===== config.mk =====
export PLATFORM = sky130hd
export DESIGN_NAME = ex_muldiv
export DESIGN_NICKNAME = d
export VERILOG_FILES = /design/src/rtl/ex_muldiv_pkg.sv /design/src/rtl/muldiv_datapath.sv /design/src/rtl/ex_muldiv.sv
export SDC_FILE = /design/constraint.sdc
export NUM_CORES = 1
export LEC_CHECK = 0
export CAP_MARGIN = 20
export CORE_MARGIN = 3
export CORE_UTILIZATION = 50
export DETAILED_ROUTE_END_ITERATION = 10
export GPL_TIMING_DRIVEN = 0
export HOLD_SLACK_MARGIN = 0.1
export PLACE_DENSITY = 0.79
export SYNTH_ARGS = -nofsm -noshare
export SYNTH_HDL_FRONTEND = slang
export SYNTH_SLANG_ARGS = --single-unit

===== constraint.sdc =====
create_clock -name clk -period 10 [get_ports clk]
set_clock_uncertainty 0.15 [all_clocks]
set_input_delay 2 -clock clk [delete_from_list [all_inputs] [get_ports clk]]
set_output_delay 2 -clock clk [all_outputs]
set_load 0.02 [all_outputs]

===== src/rtl/ex_muldiv_pkg.sv =====
// Shared op codes and state encoding for the EX-stage
// multiply/divide unit.
package ex_muldiv_pkg;

  localparam logic [2:0] MD_MULT  = 3'd0;
  localparam logic [2:0] MD_MULTU = 3'd1;
  localparam logic [2:0] MD_DIV   = 3'd2;
  localparam logic [2:0] MD_DIVU  = 3'd3;
  localparam logic [2:0] MD_MTHI  = 3'd4;
  localparam logic [2:0] MD_MTLO  = 3'd5;

  typedef enum logic [1:0] {
    MD_IDLE = 2'd0,
    MD_RUN  = 2'd1,
    MD_FIX  = 2'd2
  } md_state_t;

endpackage


===== src/rtl/muldiv_datapath.sv =====
// Shift-add multiplier and restoring divider registers,
// one bit per step; both run on the same magnitudes.
module muldiv_datapath #(
  parameter int W = 32
) (
  input  logic           clk,
  input  logic           rst,
  input  logic           load,
  input  logic           step,
  input  logic [W-1:0]   a,
  input  logic [W-1:0]   b,
  output logic [2*W-1:0] prod,
  output logic [W-1:0]   quo,
  output logic [W-1:0]   rem
);

  logic [2*W-1:0] acc;
  logic [W-1:0]   mcand;
  logic [W-1:0]   dvs;
  logic [W-1:0]   quo_r;
  logic [W-1:0]   rem_r;
  logic [W:0]     psum;
  logic [W:0]     shifted;
  logic [W:0]     diff;

  assign psum = {1'b0, acc[2*W-1:W]}
              + {1'b0, (acc[0] ? mcand : '0)};
  // 33-bit partial remainder and its trial subtraction
  assign shifted = {rem_r, quo_r[W-1]};
  assign diff    = shifted - {1'b0, dvs};

  always_ff @(posedge clk or posedge rst) begin
    if (rst) begin
      acc   <= '0;
      mcand <= '0;
      dvs   <= '0;
      quo_r <= '0;
      rem_r <= '0;
    end else if (load) begin
      acc   <= {{W{1'b0}}, b};
      mcand <= a;
      dvs   <= b;
      quo_r <= a;
      rem_r <= '0;
    end else if (step) begin
      acc <= {psum, acc[W-1:1]};
      if (!diff[W]) begin
        rem_r <= diff[W-1:0];
        quo_r <= {quo_r[W-2:0], 1'b1};
      end else begin
        rem_r <= shifted[W-1:0];
        quo_r <= {quo_r[W-2:0], 1'b0};
      end
    end
  end

  assign prod = acc;
  assign quo  = quo_r;
  assign rem  = rem_r;

endmodule


===== src/rtl/ex_muldiv.sv =====
// EX-stage iterative MULT/DIV unit owning HI/LO,
// with pipeline stall on HI/LO hazards.
module ex_muldiv
  import ex_muldiv_pkg::*;
#(
  parameter int DATA_W = 32,
  parameter int CNT_W  = 6
) (
  input  logic              clk,
  input  logic              rst,
  input  logic              start,
  input  logic [2:0]        op,
  input  logic [DATA_W-1:0] rs_value,
  input  logic [DATA_W-1:0] rt_value,
  input  logic              use_hilo,
  output logic              busy,
  output logic              stall,
  output logic              done,
  output logic [DATA_W-1:0] hi_out,
  output logic [DATA_W-1:0] lo_out
);

  md_state_t           state;
  logic [CNT_W-1:0]    cnt;
  logic                is_div;
  logic                neg_res;
  logic                neg_rem;
  logic [DATA_W-1:0]   hi;
  logic [DATA_W-1:0]   lo;
  logic                is_sgn;
  logic                load;
  logic [DATA_W-1:0]   a_mag;
  logic [DATA_W-1:0]   b_mag;
  logic [2*DATA_W-1:0] prod;
  logic [DATA_W-1:0]   quo;
  logic [DATA_W-1:0]   rem;
  logic [2*DATA_W-1:0] prod_fix;
  logic [DATA_W-1:0]   quo_fix;
  logic [DATA_W-1:0]   rem_fix;

  assign is_sgn = (op == MD_MULT) || (op == MD_DIV);
  assign load   = start && (state == MD_IDLE) && !op[2];

  assign a_mag = (is_sgn && rs_value[DATA_W-1])
               ? -rs_value : rs_value;
  assign b_mag = (is_sgn && rt_value[DATA_W-1])
               ? -rt_value : rt_value;

  muldiv_datapath #(.W(DATA_W)) u_dp (
    .clk  (clk),
    .rst  (rst),
    .load (load),
    .step (state == MD_RUN),
    .a    (a_mag),
    .b    (b_mag),
    .prod (prod),
    .quo  (quo),
    .rem  (rem)
  );

  assign prod_fix = neg_res ? -prod : prod;
  assign quo_fix  = neg_res ? -quo  : quo;
  assign rem_fix  = neg_rem ? -rem  : rem;

  always_ff @(posedge clk or posedge rst) begin
    if (rst) begin
      state   <= MD_IDLE;
      cnt     <= '0;
      is_div  <= 1'b0;
      neg_res <= 1'b0;
      neg_rem <= 1'b0;
      hi      <= '0;
      lo      <= '0;
      done    <= 1'b0;
    end else begin
      done <= 1'b0;
      unique case (state)
        MD_IDLE: begin
          if (start) begin
            unique case (op)
              MD_MTHI: hi <= rs_value;
              MD_MTLO: lo <= rs_value;
              MD_MULT, MD_MULTU,
              MD_DIV, MD_DIVU: begin
                is_div  <= op[1];
                neg_res <= is_sgn &
                  (rs_value[DATA_W-1] ^ rt_value[DATA_W-1]);
                neg_rem <= is_sgn & rs_value[DATA_W-1];
                cnt     <= '0;
                state   <= MD_RUN;
              end
              default: ;
            endcase
          end
        end
        MD_RUN: begin
          cnt <= cnt + 1'b1;
          if (cnt == CNT_W'(DATA_W - 1))
            state <= MD_FIX;
        end
        MD_FIX: begin
          if (is_div) begin
            hi <= rem_fix;
            lo <= quo_fix;
          end else begin
            hi <= prod_fix[2*DATA_W-1:DATA_W];
            lo <= prod_fix[DATA_W-1:0];
          end
          done  <= 1'b1;
          state <= MD_IDLE;
        end
        default: state <= MD_IDLE;
      endcase
    end
  end

  assign busy   = (state != MD_IDLE);
  assign stall  = busy & use_hilo;
  assign hi_out = hi;
  assign lo_out = lo;

endmodule


## Yosys cells after proc, flatten, opt, wreduce, memory -nomap -nowiden

Cells that the tools add are included.

| operators by class | value |
|---|---|
| equality and inequality tests | 13 |
| bitwise operators | 4 |
| reductions and logical operators | 18 |
| mux-type cells | 30 |
| add/sub/neg operators | 8 |

Operators with widths:

| operator | number |
|---|---|
| $mux 32 | 16 |
| $mux 64 | 3 |
| $neg 32->32 | 4 |
| $pmux 32 s2 | 2 |
| $neg 64->64 | 1 |
| $add 32x32->33 | 1 |
| $sub 33x32->33 | 1 |
| $reduce_and 3->1 | 5 |
| $mux 6 | 2 |
| $pmux 6 s2 | 1 |
| $reduce_bool 2->1 | 4 |
| $add 6x1->6 const B | 1 |
| $eq 3x2->1 const B | 2 |
| $eq 3x3->1 const B | 2 |
| $eq 6x5->1 const B | 1 |
| $mux 2 | 3 |
| $ne 2x1->1 const B | 3 |
| $logic_and 1x1->1 | 4 |
| $ne 2x2->1 const B | 2 |
| $pmux 2 s2 | 1 |
| $reduce_or 4->1 | 1 |
| $and 1x1->1 | 3 |
| $eq 3x1->1 const B | 1 |
| $logic_not 3->1 | 1 |
| 7 further kinds | 8 |

| word-level totals | value |
|---|---|
| register bits | 268 |
| output and inout bits | 67 |
| logic and storage cells | 86 |

## Longest topological paths before layout

Gate-level depths: netlist of the first run.

| depth | value |
|---|---|
| word-level depth | 5 |
| gate-level depth with buffers | 14 |

## By module

Synthesis of the first run repeated with hierarchy kept, for this count alone.

| second synthesis, totals | value |
|---|---|
| cell total of the unflattened synthesis | 2361 |
| area, all modules | 19970.4 um^2 |

Modules (own cells, without submodules):

| module | instances | area each (um^2) | cells each | sequential area each (um^2) |
|---|---|---|---|---|
| muldiv_datapath | 1 | 11493.5 | 1258 | 4804.6 |
| ex_muldiv | 1 | 8476.9 | 1103 | 1901.8 |

## Least setup slack after synthesis of the first run

Ideal clock, no wire load.

| timing path | value |
|---|---|
| kind | input-to-reg |
| start point | input rs_value[4] |
| end point | register u_dp.quo_r[30] (netlist: u_dp.quo[30]) |
| setup slack | 5.409 ns |
| setup time | 0.133 ns |
| required time | 9.717 ns |
| stages | 11 |
| arrival | 4.308 ns |
| buffers on the path | 1 |
| path through | nor4_1 -> nand2_1 -> or4_1 -> or3_1 -> clkbuf_1 -> o31ai_1 -> o21ai_0 -> xnor2_1 -> nor2_1 -> a21oi_1 -> o21ai_0 |

| on the way | value |
|---|---|
| longest elaborated chain between the ends | 3 |

Ends and longest elaborated chain:

| what | RTL line | RTL |
|---|---|---|
| from (decl) | ex_muldiv.sv:13 | `input logic [DATA_W-1:0] rs_value,` |
| $neg 32->32 | ex_muldiv.sv:45 | `? -rs_value : rs_value;` |
| $mux 32 | ex_muldiv.sv:45 |  |
| $mux 32 | muldiv_datapath.sv:39 | `end else if (load) begin` |
| to (signal assigned) | muldiv_datapath.sv:49 | `quo_r <= {quo_r[W-2:0], 1'b1};` |
| to (signal assigned) | muldiv_datapath.sv:52 | `quo_r <= {quo_r[W-2:0], 1'b0};` |
| to (decl) | muldiv_datapath.sv:20 | `logic [W-1:0] quo_r;` |

No other way between the ends.
A chain may end at the register's enable or synchronous reset.

## Worst setup path in the final report of the first run

| timing path | value |
|---|---|
| start point | input rs_value[4] |
| end point | register u_dp.quo_r[28] (netlist: u_dp.quo[28]) |

Same word-level chain as after synthesis.

==> tab_implementation.tex, run 1 <==
\begin{tabular}{lr}
\hline
Metric & Value \\
\hline
\multicolumn{2}{l}{\textbf{Status}} \\
Status & complete, no violations \\
\multicolumn{2}{l}{\textbf{Place}} \\
Post-detail-place hpwl & 55400 µm \\
Global placement routability congestion & 1.05 \\
Place WS & 4.04 ns \\
Total cell area at the placement stage & 0.0208 mm² \\
Count of input and output buffers & 137 \\
Cell count after placement & 2837 \\
\multicolumn{2}{l}{\textbf{GRT}} \\
Largest net degree at the start of global routing & 135 \\
Antenna violations before repair & 0 \\
Tot GR Track Use & 35.0\% \\
Aggregate global routing overflow & 0 \\
Via count of the first global-routing pass & 17670 \\
First-pass GRT wire length & 106000 µm \\
\multicolumn{2}{l}{\textbf{Logic synthesis}} \\
Net count after synthesis & 2372 \\
Number of distinct standard cells referenced by the synthesized netlist & 72 \\
Post-synthesis instance area & 0.0187 mm² \\
Post-synth top area share & 35.8\% \\
Largest cells by area after synthesis & dfrtp\_1, o21ai\_0, nand2\_1, xnor2\_1, xor2\_1 \\
Cell count after synthesis & 2229 \\
Yosys warning count & 0 \\
Most area-hungry cell type in the Yosys netlist & dfrtp\_1 \\
Post-synth EDFFs & 0 \\
Mean instance size in the synthesized netlist & 8.40 µm² \\
Post-synthesis async set-or-reset flop share & 100\% \\
Fraction of the yosys area taken by sequential cells & 35.8\% \\
Most instantiated flip-flop cell in the synthesis netlist & dfrtp\_1 \\
Synthesized flop and latch total & 268 \\
\multicolumn{2}{l}{\textbf{Floorplan}} \\
Die outline height & 200 µm \\
Floorplan core area & 0.0368 mm² \\
Floorplan row count & 70 \\
Die Footprint & 0.0398 mm² \\
Initial cell density of the core & 50.9\% \\
Count of boundary I/O pins & 138 \\
Die boundary width & 200 µm \\
\multicolumn{2}{l}{\textbf{Cells and area}} \\
Ratio of cells with drive above 1 in the final layout & 4.24\% \\
Fill cell total of the finished layout & 3231 \\
Synth-to-Final Area Change & 16.9\% \\
Most frequent standard cell in the layout excluding fill and tap cells & nand2\_1 \\
Post-Layout Inst Area & 0.0219 mm² \\
FF/Latch Area & 0.00671 mm² \\
Ant diodes & 0 \\
Commonest cells after routing, fill and taps aside & nand2\_1, dfrtp\_1, o21ai\_0 \\
Multi-input gate area & 0.0113 mm² \\
Final instance count without filler cells & 2895 \\
Number of nets in the final layout & 2545 \\
\multicolumn{2}{l}{\textbf{Routing}} \\
Remaining antenna violation count after routing & 0 \\
Per-cell routed wire length & 24.5 µm \\
Detailed Route WL & 70800 µm \\
Drt drc & 0 \\
Number of detailed-route iterations in the first pass & 5 \\
Vias per inst & 6.45 \\
Total via count in the routed design & 18682 \\
Starting DRC count in detailed routing & 2295 \\
\multicolumn{2}{l}{\textbf{STA}} \\
Remaining max-slew budget at the tightest pin & 34.1\% \\
Worst setup slack after layout & 4.47 ns \\
Count of final hold-check violations & 0 \\
Sum of negative setup slack & 0 ns \\
Max Clk Rate & 0.181 GHz \\
Time the final worst path needs with I/O delays and setup & 5.53 ns \\
Final period util & 55.3\% \\
Slew @ Worst Pin & 0.985 ns \\
Slew Viols, Final & 0 \\
Setup violation total in the final timing report & 0 \\
Setup repair after global routing missed its margin & no \\
\multicolumn{2}{l}{\textbf{Clock network}} \\
Number of gates resized after cts & 0 \\
CTS Root Buffer Type & clkbuf\_16 \\
Maximum number of buffers from clock root to sink & 3 \\
Num CTS Buffers & 31 \\
Setup repair bufs after CTS & 0 \\
Count of hold-fix buffers inserted at cts & 0 \\
CTS tree & yes \\
CTS sink count & 268 \\
Clk pin slew, worst setup/hold paths & 0.06 ns \\
CTS HTree Levels & 1 \\
Clk\_lat worst skew & 0.59 ns \\
\multicolumn{2}{l}{\textbf{Critical path}} \\
Data arrival time of the critical path & 5.88 ns \\
Crit path launch type & input port \\
Startpoint of the worst register-to-register path & u\_dp.quo[31] \\
Worst Setup SP & rs\_value[4] \\
Endpoint required time on the critical path & 10.35 ns \\
Crit path max fanout & 7 \\
Type of the worst setup path & input port to register \\
Endpoint class of the critical path & register \\
\multicolumn{2}{l}{\textbf{Pwr}} \\
Design Power & 8.41 mW \\
Peak VDD IR & 162 µV \\
Pwr Density & 384 mW/mm² \\
Leakage power total & 8.71 nW \\
\multicolumn{2}{l}{\textbf{Worst hold path}} \\
Class of the tightest hold or removal check & register to register \\
Hold wc startpoint & u\_dp.mcand[26] \\
\multicolumn{2}{l}{\textbf{Job}} \\
Max Cap Violations & 0 \\
\hline
\end{tabular}
## logic make-up after synthesis
group | synth area share, %
compound gates | 23.7
xor+xnor | 10.1
fa+ha+maj | 4.89
buf+inv | 3.87
flops | 35.8
mux | 3.41
simple gates | 18.3
## sequential cells by signal, indices dropped and copies added, names as in the netlist
| name | count |
|---|---|
| cnt | 6 |
| done | 1 |
| hi_out | 32 |
| is_div | 1 |
| lo_out | 32 |
| neg_rem | 1 |
| neg_res | 1 |
| state | 2 |
| u_dp.dvs | 32 |
| u_dp.mcand | 32 |
| u_dp.prod | 64 |
| u_dp.quo | 32 |
| u_dp.rem | 32 |
## final cells by class
cell class	count	area share (%)
multi-input cells	1770	51.6
flip-flops and latches	268	30.6
repair buffers	140	6.54
clock buffers	39	4.00
well taps	468	2.67
plain buffers	120	2.09
inverters	71	1.25
clock inverters	19	1.18
## synthesized netlist by cell type, types with 17 or more instances
library cell    n
and3_1         19
o21a_1         34
or4_1          18
xnor2_1       109
mux2i_1        57
nor4_1         19
dfrtp_1       268
nand3_1        33
nor2_1         98
nand2_1       283
o31ai_1        38
inv_1          69
o41ai_1        21
or3_1          56
a21boi_0       24
nand2b_1       26
a21o_1         22
clkbuf_1      104
a211oi_1       25
o211ai_1       29
and2_1         40
nor3_1         38
or2_2          20
o21ai_1        17
o21ai_0       266
xor2_1        106
o221ai_1       18
ha_1           70
a21oi_1       152
## stage by stage
stage | hold slack, ns | utilization, %
6_report | 0.325 | 59.5
5_1_grt | 0.343 | 59.5
4_1_cts | 0.326 | 59.5
3_5_place_dp | 0.311 | 56.4
3_3_place_gp | 0.303 | 56.2
2_1_floorplan | 0.288 | -
## routing by layer
metal,GRT usage [%],routed length [µm]
met1,48.2,28600
met2,53.6,31000
met3,7.49,7720
met4,14.6,3460
met5,0,0
## report_power, final
part	total, mW	switching [mW]	internal (mW)
Clock	1.27	0.493	0.772
Combinational	4.85	2.90	1.95
Sequential	2.30	0.655	1.65
## worst max-delay path, stage by stage
cell             delay, ns
clkdlybuf4s50_1       0.61
nor4_1                0.43
nand2_1               0.22
or4_1                 0.55
or3_1                 0.32
clkbuf_1              0.18
o31ai_1               0.58
nand2_1               0.13
xnor2_1               0.15
nor2_1                0.36
a21oi_1               0.14
o21ai_0               0.19
## final timing paths
path	slack, ns	cells past startpoint	to
max	4.47	12	u_dp.quo[28]
min	0.33	2	u_dp.mcand[26]
max reg2reg	5.07	14	u_dp.rem[18]
min reg2reg	0.33	2	u_dp.mcand[26]
max in group asynchronous	6.56	4	u_dp.quo[13]
min in group asynchronous	1.71	2	u_dp.rem[25]
Power figures use the tool's default switching activity.
==> inputs of run 2 (changes only) <==
--- a/config.mk
+++ b/config.mk
@@ -11,7 +11,7 @@
 export DETAILED_ROUTE_END_ITERATION = 10
 export GPL_TIMING_DRIVEN = 0
 export HOLD_SLACK_MARGIN = 0.1
-export PLACE_DENSITY = 0.79
+export PLACE_DENSITY = 0.77
 export SYNTH_ARGS = -nofsm -noshare
 export SYNTH_HDL_FRONTEND = slang
 export SYNTH_SLANG_ARGS = --single-unit
==> constraint.sdc (replaced) <==
create_clock -name clk -period 5.38 [get_ports clk]
set_clock_uncertainty 0.15 [all_clocks]
set_input_delay 1.076 -clock clk [delete_from_list [all_inputs] [get_ports clk]]
set_output_delay 1.076 -clock clk [all_outputs]
set_load 0.02 [all_outputs]
==> run 2 against run 1 <==
Effect of this change: count of clock-buffer cells in the layout increased by 7; non-clock buffer count increased by 5; hold slack improved by 0.0019 ns; clock power increased by 92%; via count about the same; global-route usage increased by 1.5 points; critical path depth increased by 2; sequential power increased by 86%; cell count increased by 0.21%; critical path type is now register to register; largest power group unchanged.
==> tab_implementation.tex, run 2 (synthesis results as in run 1) <==
\begin{tabular}{lr}
\hline
Metric & Value \\
\hline
\multicolumn{2}{l}{\textbf{Pwr}} \\
Peak VDD IR & 331 µV (+100\%) \\
Internal & 8.18 mW (+87\%) \\
Design Power & 15.8 mW (+88\%) \\
Leakage power total & 8.76 nW (+0.61\%) \\
Clock network fraction of total power & 15.5\% (+0.5 points) \\
Sequential share of power & 27.1\% (-0.3 points) \\
Net Sw Frac & 48.2\% (+0.16 points) \\
Pwr Density & 718 mW/mm² (+87\%) \\
Power dissipated by switching net loads & 7.63 mW (+89\%) \\
Share of power burned in combinational logic & 57.5\% (about the same) \\
\multicolumn{2}{l}{\textbf{STA}} \\
Setup violation total in the final timing report & 0 (unchanged) \\
Setup repair after global routing missed its margin & no \\
Final worst hold slack & 0.327 ns (+0.00191 ns) \\
Slew @ Worst Pin & 1.05 ns (+0.0652 ns) \\
Remaining max-slew budget at the tightest pin & 29.7\% (-4.4 points) \\
Slew Viols, Final & 0 (unchanged) \\
Count of final hold-check violations & 0 (unchanged) \\
Max Clk Rate & 0.195 GHz \\
Sum of negative setup slack & 0 ns (unchanged) \\
Time the final worst path needs with I/O delays and setup & 5.13 ns \\
Final period util & 95.3\% \\
\multicolumn{2}{l}{\textbf{GRT}} \\
Largest net degree at the start of global routing & 44 (-67\%) \\
Antenna violations before repair & 2 (+2) \\
Via count of the first global-routing pass & 17695 (+0.14\%) \\
Aggregate global routing overflow & 0 (unchanged) \\
First-pass GRT wire length & 110000 µm (+3.4\%) \\
Tot GR Track Use & 36.5\% (+1.5 points) \\
\multicolumn{2}{l}{\textbf{Floorplan}} \\
Floorplan core area & 0.0368 mm² (unchanged) \\
Count of boundary I/O pins & 138 (unchanged) \\
Initial cell density of the core & 50.9\% (unchanged) \\
Die Footprint & 0.0398 mm² (unchanged) \\
Die outline height & 200 µm (unchanged) \\
Floorplan row count & 70 (unchanged) \\
Die boundary width & 200 µm (unchanged) \\
\multicolumn{2}{l}{\textbf{Critical path}} \\
Buffers \& Inverters on Critical Path & 2 (unchanged) \\
Type of the worst setup path & register to register \\
CP max-delay cell & xor2\_1 \\
Endpoint class of the critical path & register \\
Crit path launch type & register \\
Kind of cell with the highest combined delay on the critical path & compound AO/OA/AOI/OAI gates \\
Cell Chain, Critical Path & inv\_1 -> ha\_1 -> fa\_1 -> nor2b\_1 -> o31a\_1 -> o311a\_1 -> o211ai\_1 -> a31oi\_1 -> nand3\_1 -> o41ai\_1 -> xor2\_1 -> buf\_2 -> nand2\_1 -> o21ai\_0 \\
Crit path max fanout & 10 (+3) \\
Data arrival time of the critical path & 5.41 ns (-0.47 ns) \\
Maximum single-stage delay on the critical path & 0.67 ns (+0.06 ns) \\
Endpoint required time on the critical path & 5.66 ns (-4.69 ns) \\
\multicolumn{2}{l}{\textbf{Cells and area}} \\
Multi-input gate area & 0.0113 mm² (unchanged) \\
Commonest cells after routing, fill and taps aside & nand2\_1, dfrtp\_1, o21ai\_0 \\
Synth-to-Final Area Change & 17.6\% \\
Share of the core filled with cells & 59.9\% (+0.36 points) \\
Ratio of cells with drive above 1 in the final layout & 4.44\% (+0.20 points) \\
Number of flip-flops under the largest register name & 64 (unchanged) \\
Fill cell total of the finished layout & 3279 (+1.5\%) \\
Number of nets in the final layout & 2553 (+0.31\%) \\
Most frequent standard cell in the layout excluding fill and tap cells & nand2\_1 \\
FF/Latch Area & 0.00671 mm² (unchanged) \\
Ant diodes & 0 (unchanged) \\
\multicolumn{2}{l}{\textbf{Routing}} \\
Remaining antenna violation count after routing & 0 (unchanged) \\
Detailed Route WL & 73100 µm (+3.2\%) \\
Starting DRC count in detailed routing & 2068 (-9.9\%) \\
Per-cell routed wire length & 25.2 µm (+3.0\%) \\
Vias per inst & 6.44 (-0.23\%) \\
Drt drc & 0 (unchanged) \\
Number of detailed-route iterations in the first pass & 6 (+1) \\
Total via count in the routed design & 18678 (-0.021\%) \\
\multicolumn{2}{l}{\textbf{Clock network}} \\
Clk\_lat worst skew & 0.55 ns (-0.04 ns) \\
CTS sink count & 268 (unchanged) \\
CTS HTree Levels & 2 (+1) \\
Number of gates resized after cts & 0 (unchanged) \\
CTS Root Buffer Type & clkbuf\_16 \\
Count of hold-fix buffers inserted at cts & 0 (unchanged) \\
Setup repair bufs after CTS & 0 (unchanged) \\
Clk pin slew, worst setup/hold paths & 0.06 ns (about the same) \\
Maximum number of buffers from clock root to sink & 3 (unchanged) \\
Num CTS Buffers & 34 (+9.7\%) \\
CTS tree & yes \\
\multicolumn{2}{l}{\textbf{Worst hold path}} \\
Class of the tightest hold or removal check & register to register \\
\multicolumn{2}{l}{\textbf{Place}} \\
Count of input and output buffers & 137 (unchanged) \\
Global placement routability congestion & 1.00 (-4.0\%) \\
Post-detail-place hpwl & 57500 µm (+3.7\%) \\
\multicolumn{2}{l}{\textbf{Job}} \\
Max Cap Violations & 0 (unchanged) \\
\multicolumn{2}{l}{\textbf{Status}} \\
Status & complete, no violations \\
\hline
\end{tabular}
==> run 2: final cells by class <==
class / instances / area share, %
clock buffer: 46 / 4.52
tap: 468 / 2.66
clock inverter: 13 / 0.846
timing repair buffer: 145 / 6.90
multi-input combinational: 1770 / 51.3
inverter: 71 / 1.23
buffer: 120 / 2.08
sequential: 268 / 30.5
==> run 2: layer usage <==
metal | global-route usage, % | vias up | wire, µm | share of wire (%)
met5 | 0 | - | 57 | 0.078
met4 | 14.6 | 4 | 3370 | 4.6
met1 | 51.7 | 9090 | 30800 | 42
li1 | - | 8371 | - | -
met2 | 55.9 | 1044 | 32000 | 44
met3 | 6.17 | 169 | 6930 | 9.5
==> run 2: worst reg2reg max path, cell delays in order (launching register included) <==
cell,delay [ns]
dfrtp_1,0.43
inv_1,0.09
ha_1,0.23
fa_1,0.41
nor2b_1,0.19
o31a_1,0.20
o311a_1,0.26
o211ai_1,0.20
a31oi_1,0.44
nand3_1,0.22
o41ai_1,0.50
xor2_1,0.67
buf_2,0.40
nand2_1,0.32
o21ai_0,0.31
==> run 2: power groups by stage <==
stage / Sequential [mW] / Clock, mW / Combinational, mW
after floorplan: 4.11 / 0 / 5.91
after global placement: 4.22 / 0 / 8.63
after detailed placement: 4.24 / 0 / 8.86
after CTS: 4.22 / 2.45 / 8.92
after global routing: 4.38 / 2.53 / 9.90
final: 4.28 / 2.44 / 9.09
==> run 2: worst paths after layout <==
check / start / to / slack [ns] / depth (start not counted)
min in group asynchronous: rst / u_dp.rem[7] / 0.86 / 2
max in group asynchronous: rst / u_dp.quo[9] / 3.06 / 5
min reg2reg: u_dp.dvs[31] / u_dp.dvs[31] / 0.33 / 1
max reg2reg: u_dp.quo[31] / u_dp.rem[18] / 0.25 / 14
max: u_dp.quo[31] / u_dp.rem[18] / 0.25 / 14
min: u_dp.dvs[31] / u_dp.dvs[31] / 0.33 / 1
==> run 2: metrics by stage <==
stage / instances / area (µm²) / setup WS [ns]
after detailed placement: 2841 / 20800 / 0.272
after CTS: 2900 / 22000 / 0.465
final: 2901 / 22000 / 0.251
after global routing: 2901 / 22000 / 0.0613
after floorplan: 2229 / 18700 / 0.615
after global placement: 2834 / 20700 / -1.45
